`config.mk`:
```
export PLATFORM = sky130hd
export DESIGN_NAME = bp_be_hazard_tracker
export DESIGN_NICKNAME = d
export VERILOG_FILES = /design/src/rtl/bp_be_hazard_tracker.sv
export SDC_FILE = /design/constraint.sdc
export NUM_CORES = 1
export LEC_CHECK = 0
export CAP_MARGIN = 10
export CORE_ASPECT_RATIO = 0.9
export CORE_MARGIN = 2
export CORE_UTILIZATION = 40
export DETAILED_ROUTE_END_ITERATION = 10
export GPL_TIMING_DRIVEN = 1
export PLACE_DENSITY = 0.62
export SYNTH_ARGS = -nofsm -noshare
export SYNTH_HDL_FRONTEND = slang
export SYNTH_SLANG_ARGS = --single-unit
```
`constraint.sdc`:
```
create_clock -name clk_i -period 9.25 [get_ports clk_i]
set_clock_uncertainty 0.2 [all_clocks]
set_input_delay 1.85 -clock clk_i [delete_from_list [all_inputs] [get_ports clk_i]]
set_output_delay 1.85 -clock clk_i [all_outputs]
set_load 0.01 [all_outputs]
```
`src/rtl/bp_be_hazard_tracker.sv`:
```
// bp_be_hazard_tracker: issue-stage hazard tracker for the BE checker.
// Tracks in-flight results in a shift register with per-op forwarding latency,
// keeps int/fp late-writeback scoreboards, checks fence/mem drain, and runs a
// dispatch-stall watchdog. haz_cause_o = {struct, control, scoreboard, data}.
// Optional build macro BP_BE_HAZARD_PERF_EN adds perf_stall_o (4 x 32-bit
// saturating per-cause stall counters, cause i in bits [32*i +: 32]).
module bp_be_hazard_tracker #(
  parameter int unsigned stages_p         = 4,
  parameter int unsigned num_rs_p         = 3,
  parameter int unsigned reg_addr_width_p = 5,
  parameter int unsigned lat_width_p      = 3,
  parameter int unsigned watchdog_p       = 1024
) (
  input  logic                                 clk_i,
  input  logic                                 reset_n_i,
  input  logic                                 isd_v_i,
  input  logic [num_rs_p*reg_addr_width_p-1:0] isd_rs_addr_i,
  input  logic [num_rs_p-1:0]                  isd_rs_v_i,
  input  logic [num_rs_p-1:0]                  isd_rs_fp_i,
  input  logic [reg_addr_width_p-1:0]          isd_rd_addr_i,
  input  logic                                 isd_rd_v_i,
  input  logic                                 isd_rd_fp_i,
  input  logic [lat_width_p-1:0]               isd_lat_i,
  input  logic                                 isd_fence_i,
  input  logic                                 isd_mem_i,
  input  logic                                 struct_busy_i,
  input  logic                                 credits_empty_i,
  input  logic                                 flush_i,
  input  logic                                 score_v_i,
  input  logic                                 score_fp_i,
  input  logic [reg_addr_width_p-1:0]          score_rd_i,
  input  logic                                 clear_v_i,
  input  logic                                 clear_fp_i,
  input  logic [reg_addr_width_p-1:0]          clear_rd_i,
  output logic                                 dispatch_v_o,
  output logic [3:0]                           haz_cause_o,
  output logic                                 stall_timeout_o
`ifdef BP_BE_HAZARD_PERF_EN
  ,
  output logic [4*32-1:0]                      perf_stall_o
`endif
);

  localparam int unsigned regs_lp     = 2 ** reg_addr_width_p;
  localparam int unsigned lat_st_w_lp = $clog2(stages_p + 1);
  localparam int unsigned wd_w_lp     = $clog2(watchdog_p + 1);

  // In-flight result entries, index 0 = EX1
  logic [stages_p-1:0]         r_v;
  logic [stages_p-1:0]         r_rd_v;
  logic [stages_p-1:0]         r_fp;
  logic [stages_p-1:0]         r_mem;
  logic [reg_addr_width_p-1:0] r_rd  [stages_p];
  logic [lat_st_w_lp-1:0]      r_lat [stages_p];

  logic [regs_lp-1:0]          r_int_sb;
  logic [regs_lp-1:0]          r_fp_sb;
  logic [wd_w_lp-1:0]          r_wd_cnt;
  logic                        r_timeout;

  logic [reg_addr_width_p-1:0] w_rs [num_rs_p];
  logic [lat_st_w_lp-1:0]      w_lat_sat;
  logic                        w_data_haz;
  logic                        w_sb_haz;
  logic                        w_ctrl_haz;
  logic                        w_struct_haz;
  logic                        w_dispatch;
  logic [regs_lp-1:0]          w_int_set;
  logic [regs_lp-1:0]          w_int_clr;
  logic [regs_lp-1:0]          w_fp_set;
  logic [regs_lp-1:0]          w_fp_clr;
  logic                        w_blocked;
  logic [wd_w_lp-1:0]          w_wd_next;

  // Split the packed source-address bus, rs1 in the LSBs
  always_comb begin
    for (int unsigned j = 0; j < num_rs_p; j++) begin
      w_rs[j] = isd_rs_addr_i[j*reg_addr_width_p +: reg_addr_width_p];
    end
  end

  // Normalise issue latency: 0 behaves as 1, anything past the last stage saturates
  always_comb begin
    w_lat_sat = lat_st_w_lp'(stages_p);
    if (isd_lat_i == '0) begin
      w_lat_sat = lat_st_w_lp'(1);
    end else if (32'(isd_lat_i) <= stages_p) begin
      w_lat_sat = lat_st_w_lp'(isd_lat_i);
    end
  end

  // Pipe-data hazard: a used source matches an entry whose result is not yet forwardable
  always_comb begin
    w_data_haz = 1'b0;
    for (int unsigned j = 0; j < num_rs_p; j++) begin
      for (int unsigned s = 0; s < stages_p; s++) begin
        if (isd_rs_v_i[j] && r_v[s] && r_rd_v[s]
            && (r_fp[s] == isd_rs_fp_i[j]) && (r_rd[s] == w_rs[j])
            && (isd_rs_fp_i[j] || (w_rs[j] != '0))
            && ((s + 1) < 32'(r_lat[s]))) begin
          w_data_haz = 1'b1;
        end
      end
    end
  end

  // Scoreboard hazard: RAW on any used source, WAW on the destination; int x0 exempt
  always_comb begin
    w_sb_haz = 1'b0;
    for (int unsigned j = 0; j < num_rs_p; j++) begin
      if (isd_rs_v_i[j]) begin
        if (isd_rs_fp_i[j]) begin
          if (r_fp_sb[w_rs[j]]) w_sb_haz = 1'b1;
        end else if ((w_rs[j] != '0) && r_int_sb[w_rs[j]]) begin
          w_sb_haz = 1'b1;
        end
      end
    end
    if (isd_rd_v_i) begin
      if (isd_rd_fp_i) begin
        if (r_fp_sb[isd_rd_addr_i]) w_sb_haz = 1'b1;
      end else if ((isd_rd_addr_i != '0) && r_int_sb[isd_rd_addr_i]) begin
        w_sb_haz = 1'b1;
      end
    end
  end

  // Control and structural hazards, priority-encoded cause and dispatch decision
  always_comb begin
    w_ctrl_haz   = isd_fence_i & (~credits_empty_i
                   | (r_v[0] & r_mem[0]) | (r_v[1] & r_mem[1]));
    w_struct_haz = struct_busy_i;
    haz_cause_o  = '0;
    if (reset_n_i) begin
      if (w_struct_haz)    haz_cause_o = 4'b1000;
      else if (w_ctrl_haz) haz_cause_o = 4'b0100;
      else if (w_sb_haz)   haz_cause_o = 4'b0010;
      else if (w_data_haz) haz_cause_o = 4'b0001;
    end
    dispatch_v_o = reset_n_i & ~(w_struct_haz | w_ctrl_haz | w_sb_haz | w_data_haz);
    w_dispatch   = isd_v_i & dispatch_v_o;
  end

  // Dispatched op enters EX1, everything shifts one stage; flush squashes all including the new op
  always_ff @(posedge clk_i) begin
    if (!reset_n_i) begin
      r_v    <= '0;
      r_rd_v <= '0;
      r_fp   <= '0;
      r_mem  <= '0;
      for (int unsigned s = 0; s < stages_p; s++) begin
        r_rd[s]  <= '0;
        r_lat[s] <= '0;
      end
    end else begin
      r_v[0]    <= w_dispatch & ~flush_i;
      r_rd_v[0] <= isd_rd_v_i;
      r_fp[0]   <= isd_rd_fp_i;
      r_mem[0]  <= isd_mem_i;
      r_rd[0]   <= isd_rd_addr_i;
      r_lat[0]  <= w_lat_sat;
      for (int unsigned s = 1; s < stages_p; s++) begin
        r_v[s]    <= r_v[s-1] & ~flush_i;
        r_rd_v[s] <= r_rd_v[s-1];
        r_fp[s]   <= r_fp[s-1];
        r_mem[s]  <= r_mem[s-1];
        r_rd[s]   <= r_rd[s-1];
        r_lat[s]  <= r_lat[s-1];
      end
    end
  end

  // One-hot set/clear masks for the late-writeback scoreboards; int x0 is never marked
  always_comb begin
    w_int_set = '0;
    w_int_clr = '0;
    w_fp_set  = '0;
    w_fp_clr  = '0;
    if (score_v_i) begin
      if (score_fp_i)             w_fp_set[score_rd_i]  = 1'b1;
      else if (score_rd_i != '0)  w_int_set[score_rd_i] = 1'b1;
    end
    if (clear_v_i) begin
      if (clear_fp_i) w_fp_clr[clear_rd_i]  = 1'b1;
      else            w_int_clr[clear_rd_i] = 1'b1;
    end
  end

  // Scoreboard update: clear applied first so a same-cycle set on the same reg wins
  always_ff @(posedge clk_i) begin
    if (!reset_n_i) begin
      r_int_sb <= '0;
      r_fp_sb  <= '0;
    end else begin
      r_int_sb <= (r_int_sb & ~w_int_clr) | w_int_set;
      r_fp_sb  <= (r_fp_sb  & ~w_fp_clr)  | w_fp_set;
    end
  end

  // Next watchdog count: saturating while blocked, otherwise back to zero
  always_comb begin
    w_blocked = isd_v_i & ~dispatch_v_o;
    w_wd_next = '0;
    if (w_blocked) begin
      if (r_wd_cnt == wd_w_lp'(watchdog_p)) w_wd_next = r_wd_cnt;
      else                                  w_wd_next = r_wd_cnt + 1'b1;
    end
  end

  // Watchdog counter and sticky timeout flag
  always_ff @(posedge clk_i) begin
    if (!reset_n_i) begin
      r_wd_cnt  <= '0;
      r_timeout <= 1'b0;
    end else begin
      r_wd_cnt  <= w_wd_next;
      r_timeout <= r_timeout | (w_wd_next == wd_w_lp'(watchdog_p));
    end
  end

  assign stall_timeout_o = r_timeout;

`ifdef BP_BE_HAZARD_PERF_EN
  logic [31:0] r_perf [4];

  // Per-cause saturating stall counters, bumped when that cause is the reported one
  always_ff @(posedge clk_i) begin
    if (!reset_n_i) begin
      for (int unsigned i = 0; i < 4; i++) r_perf[i] <= '0;
    end else begin
      for (int unsigned i = 0; i < 4; i++) begin
        if (haz_cause_o[i] && (r_perf[i] != '1)) r_perf[i] <= r_perf[i] + 1'b1;
      end
    end
  end

  // Pack counters onto the output bus
  always_comb begin
    perf_stall_o = '0;
    for (int unsigned i = 0; i < 4; i++) perf_stall_o[i*32 +: 32] = r_perf[i];
  end
`endif

endmodule
```
==> out/qor.json, run 1 <==
{
  "outcome": {
    "run_status": "complete, no violations"
  },
  "finish": {
    "drive_above_1_share_pct": 10.18,
    "stdcell_area_sq_um": 9079,
    "antenna_cells_inserted": 0,
    "fin_nets": 936,
    "flow.area_growth_from_synthesis_pct": 15.16
  },
  "yosys": {
    "top_count_cell_post_synth": "sky130_fd_sc_hd__dfxtp_1",
    "synth.top_cells.by_area": "sky130_fd_sc_hd__dfxtp_1 31%, sky130_fd_sc_hd__mux4_2 12%, sky130_fd_sc_hd__mux2i_1 7.5%",
    "synthCells": 865,
    "basic_gate_share_of_the_synthesized_area_counting_and_or_nand_and_nor_cells_pct": 19.24,
    "postSynthNetCount": 920,
    "postSynthRegisterBits": 122,
    "post_synthesis_compound_gate_area_fraction_pct": 15.81,
    "post_synthesis_cell_type_with_the_largest_combined_area": "sky130_fd_sc_hd__dfxtp_1",
    "syn_avg_cell_area_sq_um": 9.114,
    "synth_common_cells": "122 x sky130_fd_sc_hd__dfxtp_1, 86 x sky130_fd_sc_hd__nand2_1, 69 x sky130_fd_sc_hd__o21ai_0, 63 x sky130_fd_sc_hd__a21boi_0, 59 x sky130_fd_sc_hd__mux2i_1",
    "post_synth_xor_area_fraction_pct": 9.110,
    "largest_family_of_logic_cells_by_synthesized_area": "multiplexers",
    "ys.warnings.count": 0,
    "synth.yosys.seq_area_share_pct": 30.98,
    "synth_ff_type": "sky130_fd_sc_hd__dfxtp_1",
    "async_flop_share_pct": 0,
    "yosys.area_share.adder_pct": 0.3174,
    "yosys-mux-area-fraction_pct": 20.25,
    "synth_enable_flop_cells": 0,
    "yosys.cell_types.count": 56,
    "combined_area_of_all_synthesized_cells_sq_um": 7884,
    "netlist.area_leader.share_pct": 30.98
  },
  "sta": {
    "slew_at_the_pin_closest_to_its_max_slew_limit_ns": 1.181,
    "maxSlewViolCount": 0,
    "rsz0062_at_grt": "false",
    "fin_setup_tns_ns": 0,
    "finalHoldViolations": 0,
    "period_share_pct": 81.63,
    "fmax_mhz": 132.4,
    "hold-worst-slack_ns": 0.2295,
    "slew-limit-headroom_pct": 21.10,
    "fin_crit_ns": 7.551,
    "finalSetupViolCount": 0
  },
  "drt": {
    "drt-pass1-iter-count": 5,
    "finalWirelength_microns": 23880,
    "vias": 6821,
    "remaining_drc_errors": 0,
    "route.detailed.wl_per_inst_microns": 20.87,
    "detail_route.vias_per_cell": 5.962,
    "drt-initial-drc-count": 677,
    "ant_nets": 0
  },
  "floorplanning": {
    "floorplan.io_pins": 59,
    "fp.coreArea_sq_um": 19280,
    "floorplan.die.width_microns": 152.0,
    "die-height_microns": 137.2,
    "row_count": 48,
    "floorplan.die_area_sq_um": 20850,
    "initial_utilization_pct": 40.89
  },
  "cts": {
    "number_of_buffers_inserted_to_repair_setup_after_cts": 0,
    "clockRootBuffer": "sky130_fd_sc_hd__clkbuf_16",
    "tritoncts": "built",
    "register_clock_pin_slew_on_the_reported_worst_setup_and_hold_paths_ns": 0.06,
    "sinks_on_the_clock_net": 122,
    "clock_latency_ns": 0.42,
    "cts_max_path_buffers": 2,
    "cts_inserted_buffers": 17,
    "post_cts_gate_resize_count": 0,
    "postCtsHoldBufs": 0,
    "cts_max_level": 4
  },
  "grt": {
    "number_of_antenna_violations_at_the_first_check_in_global_routing": 1,
    "first_global_vias": 6550,
    "first_pass_grt_wire_length_microns": 37530,
    "grt_max_degree": 113,
    "grt.overflow.total": 0,
    "global_route.usage.total_pct": 23.18
  },
  "critical_path": {
    "timing.critical_path.mode_cell": "sky130_fd_sc_hd__clkdlybuf4s50_1",
    "startpoint_type": "primary input",
    "slowest_delay_ns": 1.04,
    "crit_type": "in -> out",
    "worst-path-max-fanout": 17,
    "critical-path-top-delay-family": "buffers and inverters",
    "timing.critical_path.required_ns": 7.20,
    "worst_path_cell_trace": "clkdlybuf4s50_1 > mux4_2 > mux2_2 > or3_1 > o311a_1 > nor4_2 > o211ai_2 > nor3_1 > clkdlybuf4s50_1",
    "critical_path.endpoint_type": "output port",
    "cp_num_buf_inv": 2,
    "critPathSlowestCell": "sky130_fd_sc_hd__clkdlybuf4s50_1",
    "critPathArrivalTime_ns": 5.50
  },
  "placed_design": {
    "hpwlAfterDp_microns": 16850,
    "routabilityCongestion": 0.8458,
    "dpl_cell_area_sq_um": 8491,
    "port-buffer-count": 58
  },
  "pwr": {
    "pd_cells_nw_per_um2": 150.4,
    "peakVddDrop_v": 0.0001165,
    "p_leak_uw": 0.003267
  },
  "min_path": {
    "kind_of_path_behind_the_tightest_hold_check": "reg -> reg"
  },
  "job": {
    "drv.max_cap_violation_count": 0
  }
}
through the flow:
| stage | total power [uW] | util, % | worst slack [ns] | std cells |
|---|---|---|---|---|
| 6_report | 1366 | 47.09 | 1.699 | 1144 |
| 4_1_cts | 1372 | 47.09 | 1.702 | 1144 |
| 3_5_place_dp | 717.0 | 44.04 | 1.742 | 1112 |
| 2_1_floorplan | 661.8 | - | 3.248 | 865 |
| 3_3_place_gp | 716.2 | 44.04 | 1.781 | 1112 |
| 5_1_grt | 1408 | 47.09 | 1.440 | 1144 |
registers in the layout (all words and copies together), names as in the netlist:
register / flops
r_lat: 12
r_rd_v: 4
r_int_sb: 32
r_wd_cnt: 11
r_fp: 4
r_v: 4
r_fp_sb: 32
r_mem: 2
stall_timeout_o: 1
r_rd: 20
layout make-up:
type | count | area (sq um)
Fill cell | 1873 | 10200
Inverter | 12 | 45.04
Multi-Input combinational cell | 667 | 5102
Tap cell | 250 | 312.8
Clock inverter | 11 | 107.6
Timing Repair Buffer | 61 | 588.1
Clock buffer | 21 | 480.5
Sequential cell | 122 | 2442
worst paths after layout:
path | start | endpoint | slack (ns) | cells past startpoint
worst max-delay path | isd_rs_addr_i[5] | haz_cause_o[0] | 1.70 | 9
worst min register to register | r_lat[0][7] | r_lat[0][10] | 0.23 | 1
worst max register to register | r_int_sb[23] | stall_timeout_o | 6.09 | 8
worst min-delay path | r_lat[0][7] | r_lat[0][10] | 0.23 | 1
worst reg2reg max path, delay by kind of cell (launching register included):
kind / cells / cell delay [ns]
compound gates: 4 / 1.04
flops: 1 / 0.38
mux: 2 / 0.76
simple gates: 2 / 0.64
power by group:
| group | total [uW] | internal [uW] | switching [uW] | leakage [uW] |
|---|---|---|---|---|
| clock network | 657 | 401 | 256 | 0.000275 |
| logic | 163 | 72.5 | 90.6 | 0.00200 |
| registers | 546 | 534 | 11.1 | 0.000989 |
logic make-up (layout without fill, tap and decap cells):
group / count (synthesis) / count (layout)
flops: 122 / 122
compound gates: 186 / 186
fa+ha+maj: 2 / 2
buf+inv: 76 / 105
xor+xnor: 82 / 82
mux: 107 / 107
simple gates: 290 / 290
cell usage in the layout (no fill, tap or decap), types with 3 or more instances in the layout:
cell                              count
sky130_fd_sc_hd__and2_1              45
sky130_fd_sc_hd__nor3b_1              6
sky130_fd_sc_hd__clkbuf_8             4
sky130_fd_sc_hd__o211a_1              3
sky130_fd_sc_hd__dfxtp_1            122
sky130_fd_sc_hd__and3b_1              5
sky130_fd_sc_hd__nand2b_1             9
sky130_fd_sc_hd__buf_4                3
sky130_fd_sc_hd__a2111oi_0            3
sky130_fd_sc_hd__o21ai_0             69
sky130_fd_sc_hd__a311oi_1             3
sky130_fd_sc_hd__nand3_1             29
sky130_fd_sc_hd__nand3b_1             6
sky130_fd_sc_hd__xnor2_1             30
sky130_fd_sc_hd__a22oi_1             13
sky130_fd_sc_hd__nand2_1             86
sky130_fd_sc_hd__clkdlybuf4s50_1     55
sky130_fd_sc_hd__clkinvlp_4           5
sky130_fd_sc_hd__nor4_1              12
sky130_fd_sc_hd__inv_1               12
sky130_fd_sc_hd__inv_6                4
sky130_fd_sc_hd__mux2_2               6
sky130_fd_sc_hd__nor2_1              34
sky130_fd_sc_hd__a211oi_1             3
sky130_fd_sc_hd__xor2_1              52
sky130_fd_sc_hd__a21oi_1              8
sky130_fd_sc_hd__nor3_1              10
sky130_fd_sc_hd__buf_2                3
sky130_fd_sc_hd__nand4_1             16
sky130_fd_sc_hd__nor2b_1             14
sky130_fd_sc_hd__clkbuf_16           17
sky130_fd_sc_hd__and3_1               9
sky130_fd_sc_hd__mux4_2              41
sky130_fd_sc_hd__a21boi_0            63
sky130_fd_sc_hd__a31oi_1              4
sky130_fd_sc_hd__mux2i_1             59
sky130_fd_sc_hd__o311a_1              3
metal layers:
| metal | GRT usage [%] | wire, microns |
|---|---|---|
| met1 | 32.55 | 11210 |
| met2 | 36.19 | 10540 |
| met3 | 3.523 | 1668 |
| met4 | 8.982 | 447 |
| met5 | 0 | 11 |
Note: power is estimated with default switching activity, not from simulation.
==> inputs of run 2 (changes only) <==
==> constraint.sdc (replaced) <==
create_clock -name clk_i -period 7.3 [get_ports clk_i]
set_clock_uncertainty 0.2 [all_clocks]
set_input_delay 1.46 -clock clk_i [delete_from_list [all_inputs] [get_ports clk_i]]
set_output_delay 1.46 -clock clk_i [all_outputs]
set_load 0.01 [all_outputs]
==> run 2 against run 1 <==
Compared with the run above: combinational power up 29%; wire length about the same; clock power up 35%; hold slack better by 0.0044 ns; global-route usage about the same; via count about the same; critical endpoint unchanged.
==> out/qor.json, run 2 (same netlist as run 1, synthesis figures left out) <==
{
  "placed_design": {
    "routabilityCongestion": {"value": 0.9149, "change": "+8.2%"},
    "hpwlAfterDp": {"value": 17210, "unit": "microns", "change": "+2.1%"},
    "port-buffer-count": {"value": 58, "change": "unchanged"}
  },
  "critical_path": {
    "timing.critical_path.required": {"value": 5.64, "unit": "ns", "change": "-1.56 ns"},
    "critPathArrivalTime": {"value": 4.71, "unit": "ns", "change": "-0.79 ns"},
    "crit_type": "in -> out",
    "worst-path-max-fanout": {"value": 17, "change": "unchanged"},
    "startpoint_type": "primary input",
    "critical_path.endpoint_type": "output port"
  },
  "drt": {
    "drt-initial-drc-count": {"value": 559, "change": "-17%"},
    "finalWirelength": {"value": 23890, "unit": "microns", "change": "about the same"},
    "ant_nets": {"value": 0, "change": "unchanged"},
    "detail_route.vias_per_cell": {"value": 5.913, "change": "-0.82%"},
    "drt-pass1-iter-count": {"value": 5, "change": "unchanged"},
    "route.detailed.wl_per_inst": {"value": 20.70, "unit": "microns", "change": "-0.79%"},
    "remaining_drc_errors": {"value": 0, "change": "unchanged"},
    "vias": {"value": 6824, "change": "+0.044%"}
  },
  "cts": {
    "sinks_on_the_clock_net": {"value": 122, "change": "unchanged"},
    "cts_max_path_buffers": {"value": 2, "change": "unchanged"},
    "number_of_buffers_inserted_to_repair_setup_after_cts": {"value": 0, "change": "unchanged"},
    "postCtsHoldBufs": {"value": 0, "change": "unchanged"},
    "register_clock_pin_slew_on_the_reported_worst_setup_and_hold_paths": {"value": 0.06, "unit": "ns", "change": "about the same"},
    "tritoncts": "built",
    "cts_max_level": {"value": 4, "change": "unchanged"},
    "cts_inserted_buffers": {"value": 17, "change": "unchanged"},
    "clockRootBuffer": "sky130_fd_sc_hd__clkbuf_16",
    "post_cts_gate_resize_count": {"value": 0, "change": "unchanged"},
    "clock_latency": {"value": 0.43, "unit": "ns", "change": "about the same"}
  },
  "finish": {
    "layout_top_registers": "r_fp_sb: 32 flops, r_int_sb: 32 flops, r_rd: 20 flops",
    "layout.filler_cells": {"value": 1830, "change": "-2.3%"},
    "layout.cells.most_common": "sky130_fd_sc_hd__dfxtp_1",
    "flow.area_growth_from_synthesis_pct": 16.54,
    "commonest_cells_after_routing_fill_and_taps_aside": "122 x sky130_fd_sc_hd__dfxtp_1, 86 x sky130_fd_sc_hd__nand2_1, 69 x sky130_fd_sc_hd__o21ai_0",
    "antenna_cells_inserted": {"value": 0, "change": "unchanged"},
    "fin_nets": {"value": 947, "change": "+1.2%"},
    "drive_above_1_share": {"value": 10.95, "unit": "%", "change": "+0.77 points"},
    "multi_input_comb_area": {"value": 5102, "unit": "sq um", "change": "unchanged"},
    "ff_latch_area": {"value": 2442, "unit": "sq um", "change": "unchanged"},
    "postLayoutCoreUtil": {"value": 47.66, "unit": "%", "change": "+0.56 points"}
  },
  "floorplanning": {
    "floorplan.io_pins": {"value": 59, "change": "unchanged"},
    "row_count": {"value": 48, "change": "unchanged"},
    "fp.coreArea": {"value": 19280, "unit": "sq um", "change": "unchanged"},
    "floorplan.die_area": {"value": 20850, "unit": "sq um", "change": "unchanged"},
    "initial_utilization": {"value": 40.89, "unit": "%", "change": "unchanged"},
    "die-height": {"value": 137.2, "unit": "microns", "change": "unchanged"},
    "floorplan.die.width": {"value": 152.0, "unit": "microns", "change": "unchanged"}
  },
  "sta": {
    "period_share_pct": 87.32,
    "finalHoldViolations": {"value": 0, "change": "unchanged"},
    "rsz0062_at_grt": "false",
    "slew-limit-headroom": {"value": 17.68, "unit": "%", "change": "-3.4 points"},
    "fmax_mhz": 156.9,
    "maxSlewViolCount": {"value": 0, "change": "unchanged"},
    "fin_crit_ns": 6.375,
    "finalSetupViolCount": {"value": 0, "change": "unchanged"},
    "fin_setup_tns": {"value": 0, "unit": "ns", "change": "unchanged"},
    "slew_at_the_pin_closest_to_its_max_slew_limit": {"value": 1.225, "unit": "ns", "change": "+0.04436 ns"}
  },
  "pwr": {
    "power_frac_comb": {"value": 11.8, "unit": "%", "change": "about the same"},
    "power.share.clock": {"value": 49.6, "unit": "%", "change": "+1.5 points"},
    "switching_share": {"value": 24.55, "unit": "%", "change": "-1.7 points"},
    "peakVddDrop": {"value": 0.0001455, "unit": "V", "change": "+25%"},
    "p_int": {"value": 1350, "unit": "uW", "change": "+34%"},
    "pd_cells": {"value": 194.8, "unit": "nW/um^2", "change": "+30%"},
    "p_leak": {"value": 0.003348, "unit": "uW", "change": "+2.5%"},
    "seq_power_share": {"value": 38.6, "unit": "%", "change": "-1.3 points"},
    "p_switching": {"value": 439.5, "unit": "uW", "change": "+23%"}
  },
  "grt": {
    "first_pass_grt_wire_length": {"value": 37230, "unit": "microns", "change": "-0.81%"},
    "grt.overflow.total": {"value": 0, "change": "unchanged"},
    "number_of_antenna_violations_at_the_first_check_in_global_routing": {"value": 0, "change": "-1"},
    "first_global_vias": {"value": 6441, "change": "-1.7%"},
    "global_route.usage.total": {"value": 23.16, "unit": "%", "change": "about the same"},
    "grt_max_degree": {"value": 112, "change": "-0.88%"}
  },
  "min_path": {
    "kind_of_path_behind_the_tightest_hold_check": "reg -> reg"
  },
  "outcome": {
    "run_status": "complete, no violations"
  },
  "job": {
    "drv.max_cap_violation_count": {"value": 0, "change": "unchanged"}
  }
}
[run 2: final cells by class]
class                   instances  area share, %
multi-input cells             667          55.54
flip-flops and latches        122          26.58
repair buffers                 72          7.272
clock buffers                  20          4.862
well taps                     250          3.405
clock inverters                11          1.852
inverters                      12         0.4903
[run 2: metal layers]
| metal | share of wire (%) | vias up | global-route usage (%) |
|---|---|---|---|
| li1 | - | 3183 | - |
| met1 | 45 | 3284 | 32.14 |
| met2 | 43 | 302 | 35.06 |
| met3 | 8.3 | 55 | 4.970 |
| met4 | 3.4 | 0 | 9.917 |
| met5 | 0 | - | 0 |
[run 2: power by group through the flow]
stage / registers, uW / clock network [uW] / logic, uW
CTS: 691 / 897 / 209
floorplan: 700 / 0 / 138
global placement: 705 / 0 / 207
detailed placement: 705 / 0 / 208
global route: 692 / 922 / 228
finish: 691 / 888 / 211
[run 2: worst paths after layout]
path / slack [ns] / start / depth (start not counted) / to
max: 0.93 / isd_rs_addr_i[0] / 10 / haz_cause_o[0]
min: 0.23 / r_lat[0][6] / 1 / r_lat[0][9]
max reg2reg: 4.21 / r_int_sb[23] / 8 / stall_timeout_o
min reg2reg: 0.23 / r_lat[0][6] / 1 / r_lat[0][9]
[run 2: per-stage QoR]
step | worst slack (ns) | cells | power (uW) | hold WS (ns) | instance area [sq um]
after detailed placement | 0.9716 | 1122 | 913.0 | 0.2191 | 8566
after global routing | 0.7930 | 1154 | 1842 | 0.2598 | 9188
after global placement | 0.9530 | 1122 | 912.6 | 0.2143 | 8566
after floorplan | 2.078 | 865 | 838.6 | 0.2119 | 7884
after CTS | 0.9718 | 1153 | 1798 | 0.2344 | 9183
final | 0.9254 | 1154 | 1790 | 0.2339 | 9188
[run 2: worst max-delay path, cell delays in order]
cell and delay [ns]:
sky130_fd_sc_hd__clkdlybuf4s50_1 0.69, sky130_fd_sc_hd__buf_4 0.36, sky130_fd_sc_hd__mux4_2 0.53, sky130_fd_sc_hd__o21ai_0 0.15, sky130_fd_sc_hd__nor2_1 0.05, sky130_fd_sc_hd__a2111oi_0 0.41, sky130_fd_sc_hd__a211o_1 0.17, sky130_fd_sc_hd__o211ai_2 0.16
sky130_fd_sc_hd__nor3_1 0.17, sky130_fd_sc_hd__clkdlybuf4s50_1 0.56
==> inputs of run 3 (changes only) <==
--- a/config.mk
+++ b/config.mk
@@ -6,7 +6,7 @@
 export NUM_CORES = 1
 export LEC_CHECK = 0
 export CAP_MARGIN = 10
-export CORE_ASPECT_RATIO = 0.9
+export CORE_ASPECT_RATIO = 1.4
 export CORE_MARGIN = 2
 export CORE_UTILIZATION = 40
 export DETAILED_ROUTE_END_ITERATION = 10
==> run 3 against run 2 <==
Compared with the run above: wire length up 1.6%; largest cell class unchanged; clock power down 7.4%; sequential power about the same; critical path depth down 1; register-to-register slack worse by 0.06 ns; global-route usage up 0.67 points; utilization down 0.35 points.
==> out/qor.json, run 3 (same netlist as run 1, synthesis figures left out) <==
{
  "pwr": {
    "peakVddDrop": {"value": 0.0001430, "unit": "V", "change": "-1.7%"},
    "pd_cells": {"value": 188.9, "unit": "nW/um^2", "change": "-3.0%"},
    "p_leak": {"value": 0.003309, "unit": "uW", "change": "-1.2%"}
  },
  "critical_path": {
    "reg2reg_depth": {"value": 8, "change": "unchanged"},
    "worst-path-max-fanout": {"value": 17, "change": "unchanged"},
    "critical_path.reg2reg.endpoint": "stall_timeout_o",
    "timing.critical_path.required": {"value": 5.64, "unit": "ns", "change": "about the same"},
    "crit_type": "in -> out",
    "startpoint_of_the_worst_slack_reg_to_reg_timing_path": "r_int_sb[22]",
    "critPathArrivalTime": {"value": 4.80, "unit": "ns", "change": "+0.09 ns"},
    "startpoint_type": "primary input",
    "critical_path.endpoint_type": "output port",
    "rrSetupSlack": {"value": 4.15, "unit": "ns", "change": "-0.06 ns"}
  },
  "cts": {
    "register_clock_pin_slew_on_the_reported_worst_setup_and_hold_paths": {"value": 0.06, "unit": "ns", "change": "about the same"},
    "cts_max_level": {"value": 4, "change": "unchanged"},
    "cts_max_path_buffers": {"value": 2, "change": "unchanged"},
    "postCtsHoldBufs": {"value": 0, "change": "unchanged"},
    "tritoncts": "built",
    "cts_inserted_buffers": {"value": 17, "change": "unchanged"},
    "clock_latency": {"value": 0.42, "unit": "ns", "change": "about the same"},
    "post_cts_gate_resize_count": {"value": 0, "change": "unchanged"},
    "clockRootBuffer": "sky130_fd_sc_hd__clkbuf_16",
    "sinks_on_the_clock_net": {"value": 122, "change": "unchanged"},
    "number_of_buffers_inserted_to_repair_setup_after_cts": {"value": 0, "change": "unchanged"}
  },
  "drt": {
    "detail_route.wirelength.met1": {"value": 9635, "unit": "microns", "change": "-11%"},
    "maxUsedRoutingLayer": "met4",
    "drt-pass1-iter-count": {"value": 5, "change": "unchanged"},
    "detail_route.vias_per_cell": {"value": 5.989, "change": "+1.3%"},
    "ant_nets": {"value": 0, "change": "unchanged"},
    "detailroute.wirelength.met3": {"value": 1423, "unit": "microns", "change": "-29%"},
    "drt-initial-drc-count": {"value": 653, "change": "+17%"},
    "vias": {"value": 6893, "change": "+1.0%"},
    "finalWirelength": {"value": 24280, "unit": "microns", "change": "+1.6%"},
    "route.met2.wl": {"value": 12000, "unit": "microns", "change": "+17%"},
    "route.detailed.wl_per_inst": {"value": 21.09, "unit": "microns", "change": "+1.9%"},
    "remaining_drc_errors": {"value": 0, "change": "unchanged"}
  },
  "sta": {
    "rsz0062_at_grt": "false",
    "slew_at_the_pin_closest_to_its_max_slew_limit": {"value": 1.181, "unit": "ns", "change": "-0.04407 ns"},
    "finalSetupViolCount": {"value": 0, "change": "unchanged"},
    "fmax": {"value": 154.8, "unit": "MHz", "change": "-1.4%"},
    "fin_setup_tns": {"value": 0, "unit": "ns", "change": "unchanged"},
    "maxSlewViolCount": {"value": 0, "change": "unchanged"},
    "period_share": {"value": 88.52, "unit": "%", "change": "+1.2 points"},
    "fin_crit": {"value": 6.462, "unit": "ns", "change": "+0.08728 ns"},
    "slew-limit-headroom": {"value": 21.08, "unit": "%", "change": "+3.4 points"},
    "finalHoldViolations": {"value": 0, "change": "unchanged"}
  },
  "floorplanning": {
    "floorplan.die.width": {"value": 122.7, "unit": "microns", "change": "-19%"},
    "initial_utilization": {"value": 40.86, "unit": "%", "change": "about the same"},
    "floorplan.io_pins": {"value": 59, "change": "unchanged"},
    "row_count": {"value": 60, "change": "+25%"},
    "die-height": {"value": 170.1, "unit": "microns", "change": "+24%"},
    "fp.coreArea": {"value": 19290, "unit": "sq um", "change": "about the same"},
    "floorplan.die_area": {"value": 20860, "unit": "sq um", "change": "about the same"}
  },
  "grt": {
    "grt_max_degree": {"value": 111, "change": "-0.89%"},
    "global_route.usage.total": {"value": 23.83, "unit": "%", "change": "+0.67 points"},
    "first_pass_grt_wire_length": {"value": 37460, "unit": "microns", "change": "+0.63%"},
    "grt.overflow.total": {"value": 0, "change": "unchanged"},
    "number_of_antenna_violations_at_the_first_check_in_global_routing": {"value": 0, "change": "unchanged"},
    "first_global_vias": {"value": 6690, "change": "+3.9%"}
  },
  "min_path": {
    "hold_path_startpoint": "r_lat[0][6]",
    "kind_of_path_behind_the_tightest_hold_check": "reg -> reg",
    "holdPathEnd": "r_lat[0][9]",
    "depth_of_the_worst_hold_timing_path": {"value": 1, "change": "unchanged"}
  },
  "finish": {
    "drive_above_1_share": {"value": 10.85, "unit": "%", "change": "-0.099 points"},
    "fin_nets": {"value": 945, "change": "-0.21%"},
    "layout_top_registers": "r_fp_sb: 32 flops, r_int_sb: 32 flops, r_rd: 20 flops",
    "layout.cells.most_common": "sky130_fd_sc_hd__dfxtp_1",
    "ff_latch_area": {"value": 2442, "unit": "sq um", "change": "unchanged"},
    "antenna_cells_inserted": {"value": 0, "change": "unchanged"},
    "layout.filler_cells": {"value": 1840, "change": "+0.55%"},
    "multi_input_comb_area": {"value": 5102, "unit": "sq um", "change": "unchanged"},
    "commonest_cells_after_routing_fill_and_taps_aside": "122 x sky130_fd_sc_hd__dfxtp_1, 86 x sky130_fd_sc_hd__nand2_1, 69 x sky130_fd_sc_hd__o21ai_0",
    "flow.area_growth_from_synthesis_pct": 15.78,
    "stdcell_count": {"value": 1151, "change": "-0.26%"}
  },
  "placed_design": {
    "dp_cells": {"value": 1119, "change": "-0.27%"},
    "port-buffer-count": {"value": 58, "change": "unchanged"},
    "hpwlAfterDp": {"value": 17590, "unit": "microns", "change": "+2.2%"},
    "routabilityCongestion": {"value": 0.9182, "change": "+0.36%"}
  },
  "job": {
    "drv.max_cap_violation_count": {"value": 0, "change": "unchanged"}
  },
  "outcome": {
    "run_status": "complete, no violations"
  }
}
==> run 3: cell type report <==
type,instances,share of cell area (%)
clock buffer,21,5.045
clock inverter,11,1.220
inverter,12,0.4935
multi-input combinational,667,55.90
sequential,122,26.76
tap,248,3.400
timing repair buffer,70,7.183
==> run 3: critical path: stages <==
cell and delay [ns]:
sky130_fd_sc_hd__clkdlybuf4s50_1 1.01, sky130_fd_sc_hd__mux4_2 0.41, sky130_fd_sc_hd__a2bb2oi_1 0.13, sky130_fd_sc_hd__and3_1 0.20, sky130_fd_sc_hd__o311a_1 0.29, sky130_fd_sc_hd__nor4_2 0.30, sky130_fd_sc_hd__o211ai_2 0.22, sky130_fd_sc_hd__nor3_1 0.21
sky130_fd_sc_hd__clkdlybuf4s50_1 0.57
==> run 3: where the power goes <==
group	switching, uW	internal, uW
Sequential	14.7	677
Combinational	116	93.9
Clock	331	491
==> run 3: per-layer routing <==
metal	track usage (%)	vias to the layer above
li1	-	3188
met1	29.18	3324
met2	39.42	302
met3	3.586	79
met4	13.74	0
met5	0	-
==> run 3: stage by stage <==
step	worst slack [ns]	util, %	area, sq um	total power [uW]	hold WS, ns
global placement	0.8957	44.35	8556	913.9	0.2128
CTS	0.8035	47.31	9128	1730	0.2348
floorplan	2.078	-	7884	838.6	0.2119
finish	0.8381	47.31	9128	1724	0.2316
detailed placement	0.7784	44.35	8556	914.7	0.2209
global route	0.6917	47.31	9128	1781	0.2466
==> run 3: how the worst max path moves through the flow <==
| stage | from | endpoint | slack (ns) | cells past startpoint |
|---|---|---|---|---|
| after global routing | isd_rs_addr_i[0] | haz_cause_o[0] | 0.69 | 9 |
| after CTS | isd_rs_addr_i[8] | haz_cause_o[0] | 0.80 | 9 |
| final | isd_rs_addr_i[8] | haz_cause_o[0] | 0.84 | 9 |
| after global placement | isd_rs_addr_i[0] | haz_cause_o[0] | 0.90 | 9 |
| after floorplan | isd_rs_addr_i[5] | haz_cause_o[0] | 2.08 | 8 |
| after detailed placement | isd_rs_addr_i[8] | haz_cause_o[0] | 0.78 | 9 |
